File: src/rtl/trap_controller_pkg.sv
// Shared constants for the trap controller: exception codes, CSR addresses,
// FSM state encodings and the default trap vector.
package trap_controller_pkg;

  localparam int XLEN_32B = 1;
  localparam int XLEN_64B = 2;

  localparam logic [3:0] E_INSTR_ADDR_MISALIGNED = 4'd0;
  localparam logic [3:0] E_INSTR_ACCESS_FAULT    = 4'd1;
  localparam logic [3:0] E_ILLEGAL_INSTR         = 4'd2;
  localparam logic [3:0] E_BREAKPOINT            = 4'd3;
  localparam logic [3:0] E_LOAD_ADDR_MISALIGNED  = 4'd4;
  localparam logic [3:0] E_LOAD_ACCESS_FAULT     = 4'd5;
  localparam logic [3:0] E_STORE_ADDR_MISALIGNED = 4'd6;
  localparam logic [3:0] E_STORE_ACCESS_FAULT    = 4'd7;
  localparam logic [3:0] E_ECALL                 = 4'd11;
  localparam logic [3:0] NO_E                    = 4'd15;

  localparam logic [11:0] CSR_MEPC   = 12'h341;
  localparam logic [11:0] CSR_MCAUSE = 12'h342;
  localparam logic [11:0] CSR_MTVAL  = 12'h343;

  localparam logic [63:0] TRAP_VECTOR_DEFAULT = 64'd0;

  typedef enum logic [2:0] {
    S_IDLE    = 3'd0,
    S_T_EPC   = 3'd1,
    S_T_CAUSE = 3'd2,
    S_T_TVAL  = 3'd3,
    S_IN_TRAP = 3'd4,
    S_RET     = 3'd5,
    S_HALT    = 3'd6
  } trap_state_t;

  // Load/store faults report the faulting data address as mtval.
  function automatic logic is_mem_fault(input logic [3:0] code);
    return (code == E_LOAD_ADDR_MISALIGNED)  || (code == E_LOAD_ACCESS_FAULT) ||
           (code == E_STORE_ADDR_MISALIGNED) || (code == E_STORE_ACCESS_FAULT);
  endfunction

endpackage

File: src/rtl/trap_code_pipe.sv
// Two-stage F->D->E carry of fetch exception code and PC, so a fetch fault
// is reported only once its instruction reaches Execute.
module trap_code_pipe
  import trap_controller_pkg::*;
#(
  parameter int W = 64
) (
  input  logic         clk,
  input  logic         rst,
  input  logic         stall,
  input  logic         flush,
  input  logic [3:0]   code_f,
  input  logic [W-1:0] pc_f,
  output logic [3:0]   code_e,
  output logic [W-1:0] pc_e
);

  logic [3:0]   code_p1, code_p2;
  logic [W-1:0] pc_p1, pc_p2;

  // F->D (p1) and D->E (p2); flush overrides the advance for the codes only
  always_ff @(posedge clk) begin
    if (rst) begin
      code_p1 <= NO_E;
      code_p2 <= NO_E;
      pc_p1   <= '0;
      pc_p2   <= '0;
    end else begin
      if (!stall) begin
        code_p1 <= code_f;
        code_p2 <= code_p1;
        pc_p1   <= pc_f;
        pc_p2   <= pc_p1;
      end
      if (flush) begin
        code_p1 <= NO_E;
        code_p2 <= NO_E;
      end
    end
  end

  assign code_e = code_p2;
  assign pc_e   = pc_p2;

endmodule

File: src/rtl/trap_controller.sv
// Precise trap entry / MRET return: serialises mepc/mcause/mtval writes,
// flushes and redirects the pipeline, and owns the trap/reset permissions.
module trap_controller
  import trap_controller_pkg::*;
#(
  parameter int XLEN = XLEN_64B,
  localparam int W = 1 << (XLEN + 4),
  parameter logic [63:0] TRAP_VECTOR = TRAP_VECTOR_DEFAULT
) (
  input  logic         i_clk,
  input  logic         i_rst,
  input  logic [3:0]   i_exception_code_f,
  input  logic [3:0]   i_exception_code_e,
  input  logic [W-1:0] i_pc_f,
  input  logic [W-1:0] i_alu_out_e,
  input  logic         i_mret_e,
  input  logic         i_stall,
  input  logic [W-1:0] i_mepc,
  output logic         o_csr_we,
  output logic [11:0]  o_csr_addr,
  output logic [W-1:0] o_csr_wdata,
  output logic         o_flush,
  output logic         o_pc_redirect,
  output logic [W-1:0] o_pc_target,
  output logic         o_trap_permission,
  output logic         o_reset_permission,
  output logic         o_halt
);

  trap_state_t  state, state_nxt;
  logic [3:0]   carry_code, eff_code, cap_cause, cause_q;
  logic [W-1:0] carry_pc, cap_tval, epc_q, tval_q;
  logic         take_trap, csr_we_c, flush_c, reset_perm_q;

  trap_code_pipe #(.W(W)) u_code_pipe (
    .clk    (i_clk),
    .rst    (i_rst),
    .stall  (i_stall),
    .flush  (flush_c),
    .code_f (i_exception_code_f),
    .pc_f   (i_pc_f),
    .code_e (carry_code),
    .pc_e   (carry_pc)
  );

  // Execute-stage cause wins: same instruction, and it is the older cause.
  always_comb begin
    eff_code  = (i_exception_code_e != NO_E) ? i_exception_code_e : carry_code;
    take_trap = (eff_code != NO_E) || i_mret_e;
    cap_cause = (eff_code != NO_E) ? eff_code : E_ILLEGAL_INSTR;
    cap_tval  = '0;
    if (is_mem_fault(cap_cause))
      cap_tval = i_alu_out_e;
    else if (cap_cause == E_INSTR_ADDR_MISALIGNED)
      cap_tval = carry_pc;
  end

  // Trap record, captured on the edge that leaves IDLE
  always_ff @(posedge i_clk) begin
    if (state == S_IDLE && take_trap) begin
      cause_q <= cap_cause;
      epc_q   <= carry_pc;
      tval_q  <= cap_tval;
    end
  end

  always_ff @(posedge i_clk) begin
    if (i_rst) begin
      state        <= S_IDLE;
      reset_perm_q <= 1'b1;
    end else begin
      state <= state_nxt;
      if (state == S_IDLE && i_pc_f[20:18] == 3'b010 && i_exception_code_f == NO_E)
        reset_perm_q <= 1'b0;
    end
  end

  always_comb begin
    state_nxt         = state;
    csr_we_c          = 1'b0;
    o_csr_addr        = '0;
    o_csr_wdata       = '0;
    flush_c           = 1'b0;
    o_pc_redirect     = 1'b0;
    o_pc_target       = '0;
    o_trap_permission = 1'b0;
    o_halt            = 1'b0;
    case (state)
      S_IDLE: if (take_trap) state_nxt = S_T_EPC;
      S_T_EPC: begin
        flush_c     = 1'b1;
        csr_we_c    = 1'b1;
        o_csr_addr  = CSR_MEPC;
        o_csr_wdata = epc_q;
        state_nxt   = S_T_CAUSE;
      end
      S_T_CAUSE: begin
        flush_c     = 1'b1;
        csr_we_c    = 1'b1;
        o_csr_addr  = CSR_MCAUSE;
        o_csr_wdata = {{(W-4){1'b0}}, cause_q};
        state_nxt   = S_T_TVAL;
      end
      S_T_TVAL: begin
        flush_c       = 1'b1;
        csr_we_c      = 1'b1;
        o_csr_addr    = CSR_MTVAL;
        o_csr_wdata   = tval_q;
        o_pc_redirect = 1'b1;
        o_pc_target   = TRAP_VECTOR[W-1:0];
        state_nxt     = S_IN_TRAP;
      end
      S_IN_TRAP: begin
        o_trap_permission = 1'b1;
        if (eff_code != NO_E) state_nxt = S_HALT;
        else if (i_mret_e)    state_nxt = S_RET;
      end
      S_RET: begin
        flush_c           = 1'b1;
        o_pc_redirect     = 1'b1;
        o_pc_target       = i_mepc;
        o_trap_permission = 1'b1;
        state_nxt         = S_IDLE;
      end
      S_HALT: begin
        o_halt  = 1'b1;
        flush_c = 1'b1;
      end
      default: state_nxt = S_IDLE;
    endcase
  end

  // A write strobe coinciding with reset is dropped along with the sequence.
  assign o_csr_we           = csr_we_c & ~i_rst;
  assign o_flush            = flush_c;
  assign o_reset_permission = reset_perm_q;

endmodule

File: config.mk
export PLATFORM = sky130hd
export DESIGN_NAME = trap_controller
export DESIGN_NICKNAME = d
export VERILOG_FILES = /design/src/rtl/trap_controller_pkg.sv /design/src/rtl/trap_code_pipe.sv /design/src/rtl/trap_controller.sv
export SDC_FILE = /design/constraint.sdc
export NUM_CORES = 1
export LEC_CHECK = 0
export CAP_MARGIN = 20
export CORE_MARGIN = 2
export CORE_UTILIZATION = 44
export CTS_CLUSTER_DIAMETER = 150
export DETAILED_ROUTE_END_ITERATION = 6
export PLACE_DENSITY = 0.76
export SYNTH_ARGS = -nofsm -noshare
export SYNTH_HDL_FRONTEND = slang
export SYNTH_SLANG_ARGS = --single-unit
File: constraint.sdc
create_clock -name i_clk -period 4.76 [get_ports i_clk]
set_input_delay 0.952 -clock i_clk [delete_from_list [all_inputs] [get_ports i_clk]]
set_output_delay 0.952 -clock i_clk [all_outputs]
set_load 0.01 [all_outputs]
==> results.json <==
{
  "die-area_um2": 29200,
  "netlist.area_leader.share": 0.323,
  "fill_cells": 2233,
  "yosysWarnings": 0,
  "clock_latency_ns": 0.55,
  "vias": 8820,
  "period_share": 0.828,
  "core_um2": 27600,
  "viasPerCell": 4.95,
  "synth_edf_count": 132,
  "ys.flop_type": "dfxtp_1",
  "multi_input_area_um2": 4570,
  "fin_cells": 1782,
  "place.gp.congestion": 0.764,
  "die_x_um": 171,
  "relSlewSlack": 0.311,
  "drc": 0,
  "clock-sinks": 272,
  "setup-violations-final": 0,
  "ys_ff_latch": 272,
  "synthesis.instances": 1076,
  "drtIter0Drc": 601,
  "critPathCaptureType": "primary output",
  "pin_count": 350,
  "clk_path_buf_depth": 3,
  "antenna_found_initial": 3,
  "postSynthAreaPerCell_um2": 11.4,
  "grt_pass1_wl_mm": 47.3,
  "post_drt_wl_per_cell_um": 17.1,
  "finalHoldViolCount": 0,
  "initial_core_util": 0.444,
  "num_rows": 61,
  "finalNetCount": 1584,
  "layout-drive-gt1-share": 0.0991,
  "fin_skew_ns": 0.0170,
  "p_per_area_nw_per_um2": 374,
  "fmax_ghz": 0.254,
  "cap_violations": 0,
  "grt_pass1_vias": 8640,
  "cp_max_fo": 37,
  "grt_max_degree": 91,
  "synthTopCellsByCount": "198 x nor2_1, 197 x mux2i_1, 140 x dfxtp_1",
  "ctsResizeCount": 0,
  "seq_area_frac_synth": 0.552,
  "placed_cells": 1724,
  "die_h_um": 171,
  "critPathLaunchType": "flop",
  "yosysTopAreaCell": "edfxtp_1",
  "totalNegativeSetupSlack_ns": 0,
  "drv_slew": 0,
  "worstPathRequired_ns": 3.81,
  "overflow": 0,
  "seqCellArea_um2": 6770,
  "rsz0062_at_grt": "no",
  "clkTransAtPathRegs_ns": 0.06,
  "antenna_left": 0,
  "numCtsBuffers": 29,
  "syn_to_final_growth_pct": 38.6,
  "peakVddDrop_v": 0.000252,
  "synthMostInstantiatedCell": "nor2_1",
  "ctsHtreeMaxLevel": 1,
  "final_util": 0.615,
  "min_period_ns": 3.94,
  "worstPathArrival_ns": 2.99,
  "synth_cell_types": 38,
  "cts_tree": "done",
  "synth_area_um2": 12300,
  "leakage_uw": 0.00683,
  "async_flop_share": 0,
  "synth.area.top_cells": "edfxtp_1 32%, dfxtp_1 23%, mux2i_1 16%, o32ai_2 8.0%, nor2_1 6.1%",
  "wirelength_mm": 30.6,
  "outcome": "completed",
  "hp-class": "flop to flop",
  "crit_type": "flop to primary output",
  "dp_hpwl_mm": 20.0,
  "first_pass_iters": 5,
  "track_usage": 0.204,
  "root_buffer": "clkbuf_16",
  "portBuffers": 342,
  "cts_setup_buffers": 0,
  "cts_hold_buf": 0,
  "tightest_slew_ns": 1.03
}
-- path summary, 6_finish.rpt --
path	from	end	slack [ns]	cells after the start
worst max-delay path	state[2]	o_csr_addr[0]	0.82	4
worst min-delay path	u_code_pipe.pc_e[13]	epc_q[13]	0.45	0
worst max register to register	state[2]	state[1]	2.42	5
worst min register to register	u_code_pipe.pc_e[13]	epc_q[13]	0.45	0
-- cell usage in the layout, fill, tap and decap left out, drive strengths merged, types with 2 or more instances in the layout --
cell type	n
and3	65
nand4	2
inv	131
o21ai	2
edfxtp	132
conb	7
nand2	11
dfxtp	140
mux2i	197
a21oi	3
nand2b	3
nor2	198
nor2b	6
a22oi	4
o32ai	64
nand3	5
bufinv	6
clkbuf	40
mux2	4
buf	18
o21a	3
clkinv	3
o32a	2
clkdlybuf4s50	340
clkinvlp	4
nor3	3
-- kinds of logic after synthesis --
| group | after synthesis | share of synthesized area |
|---|---|---|
| flip-flops | 272 | 0.552 |
| multiplexers | 201 | 0.165 |
| AND/OR/NAND/NOR | 298 | 0.110 |
| other | 1 | 0.000306 |
| buffers and inverters | 221 | 0.0795 |
| AO/OA/AOI/OAI | 83 | 0.0942 |
-- cell type report --
class / count / share of cell area
Inverter: 130 / 0.0287
Clock inverter: 14 / 0.0147
Timing Repair Buffer: 358 / 0.214
Sequential cell: 272 / 0.398
Clock buffer: 40 / 0.0475
Tap cell: 378 / 0.0278
Antenna cell: 1 / 0.000147
Multi-Input combinational cell: 589 / 0.269
-- state kept, by name (all words and copies together) (netlist names), 3 cells and up --
| signal | cells |
|---|---|
| u_code_pipe.pc_p1 | 64 |
| state | 3 |
| u_code_pipe.code_p1 | 4 |
| tval_q | 64 |
| cause_q | 4 |
| u_code_pipe.pc_e | 64 |
| epc_q | 64 |
| u_code_pipe.code_e | 4 |
-- through the flow --
stage | cell area [µm²] | total power (µW) | setup WS (ns) | hold slack, ns
after floorplan | 12300 | 3460 | 1.52 | 0.430
after CTS | 16900 | 6410 | 0.307 | 0.454
after global placement | 15900 | 3940 | 1.02 | 0.436
after global routing | 17000 | 6620 | 0.640 | 0.465
after detailed placement | 15900 | 3970 | 0.885 | 0.442
final | 17000 | 6350 | 0.818 | 0.452
-- worst max-delay path, stage by stage (launching register included) --
cell,delay [ns]
dfxtp_1,0.62
nand2b_2,0.74
buf_4,0.44
inv_1,0.13
clkdlybuf4s50_1,0.50
-- metal layers --
metal,vias up,GRT usage,share of wire
met1,4229,0.286,0.46
met2,245,0.327,0.47
met3,45,0.0333,0.053
met5,-,0,0.00049
met4,2,0.0553,0.022
li1,4299,-,-
-- where the power goes --
part	switching (µW)	internal, µW	leakage (µW)
clock	917	1520	0.000502
combinational	533	521	0.00383
sequential	114	2750	0.00250
Note: power is estimated with default switching activity, not from simulation.
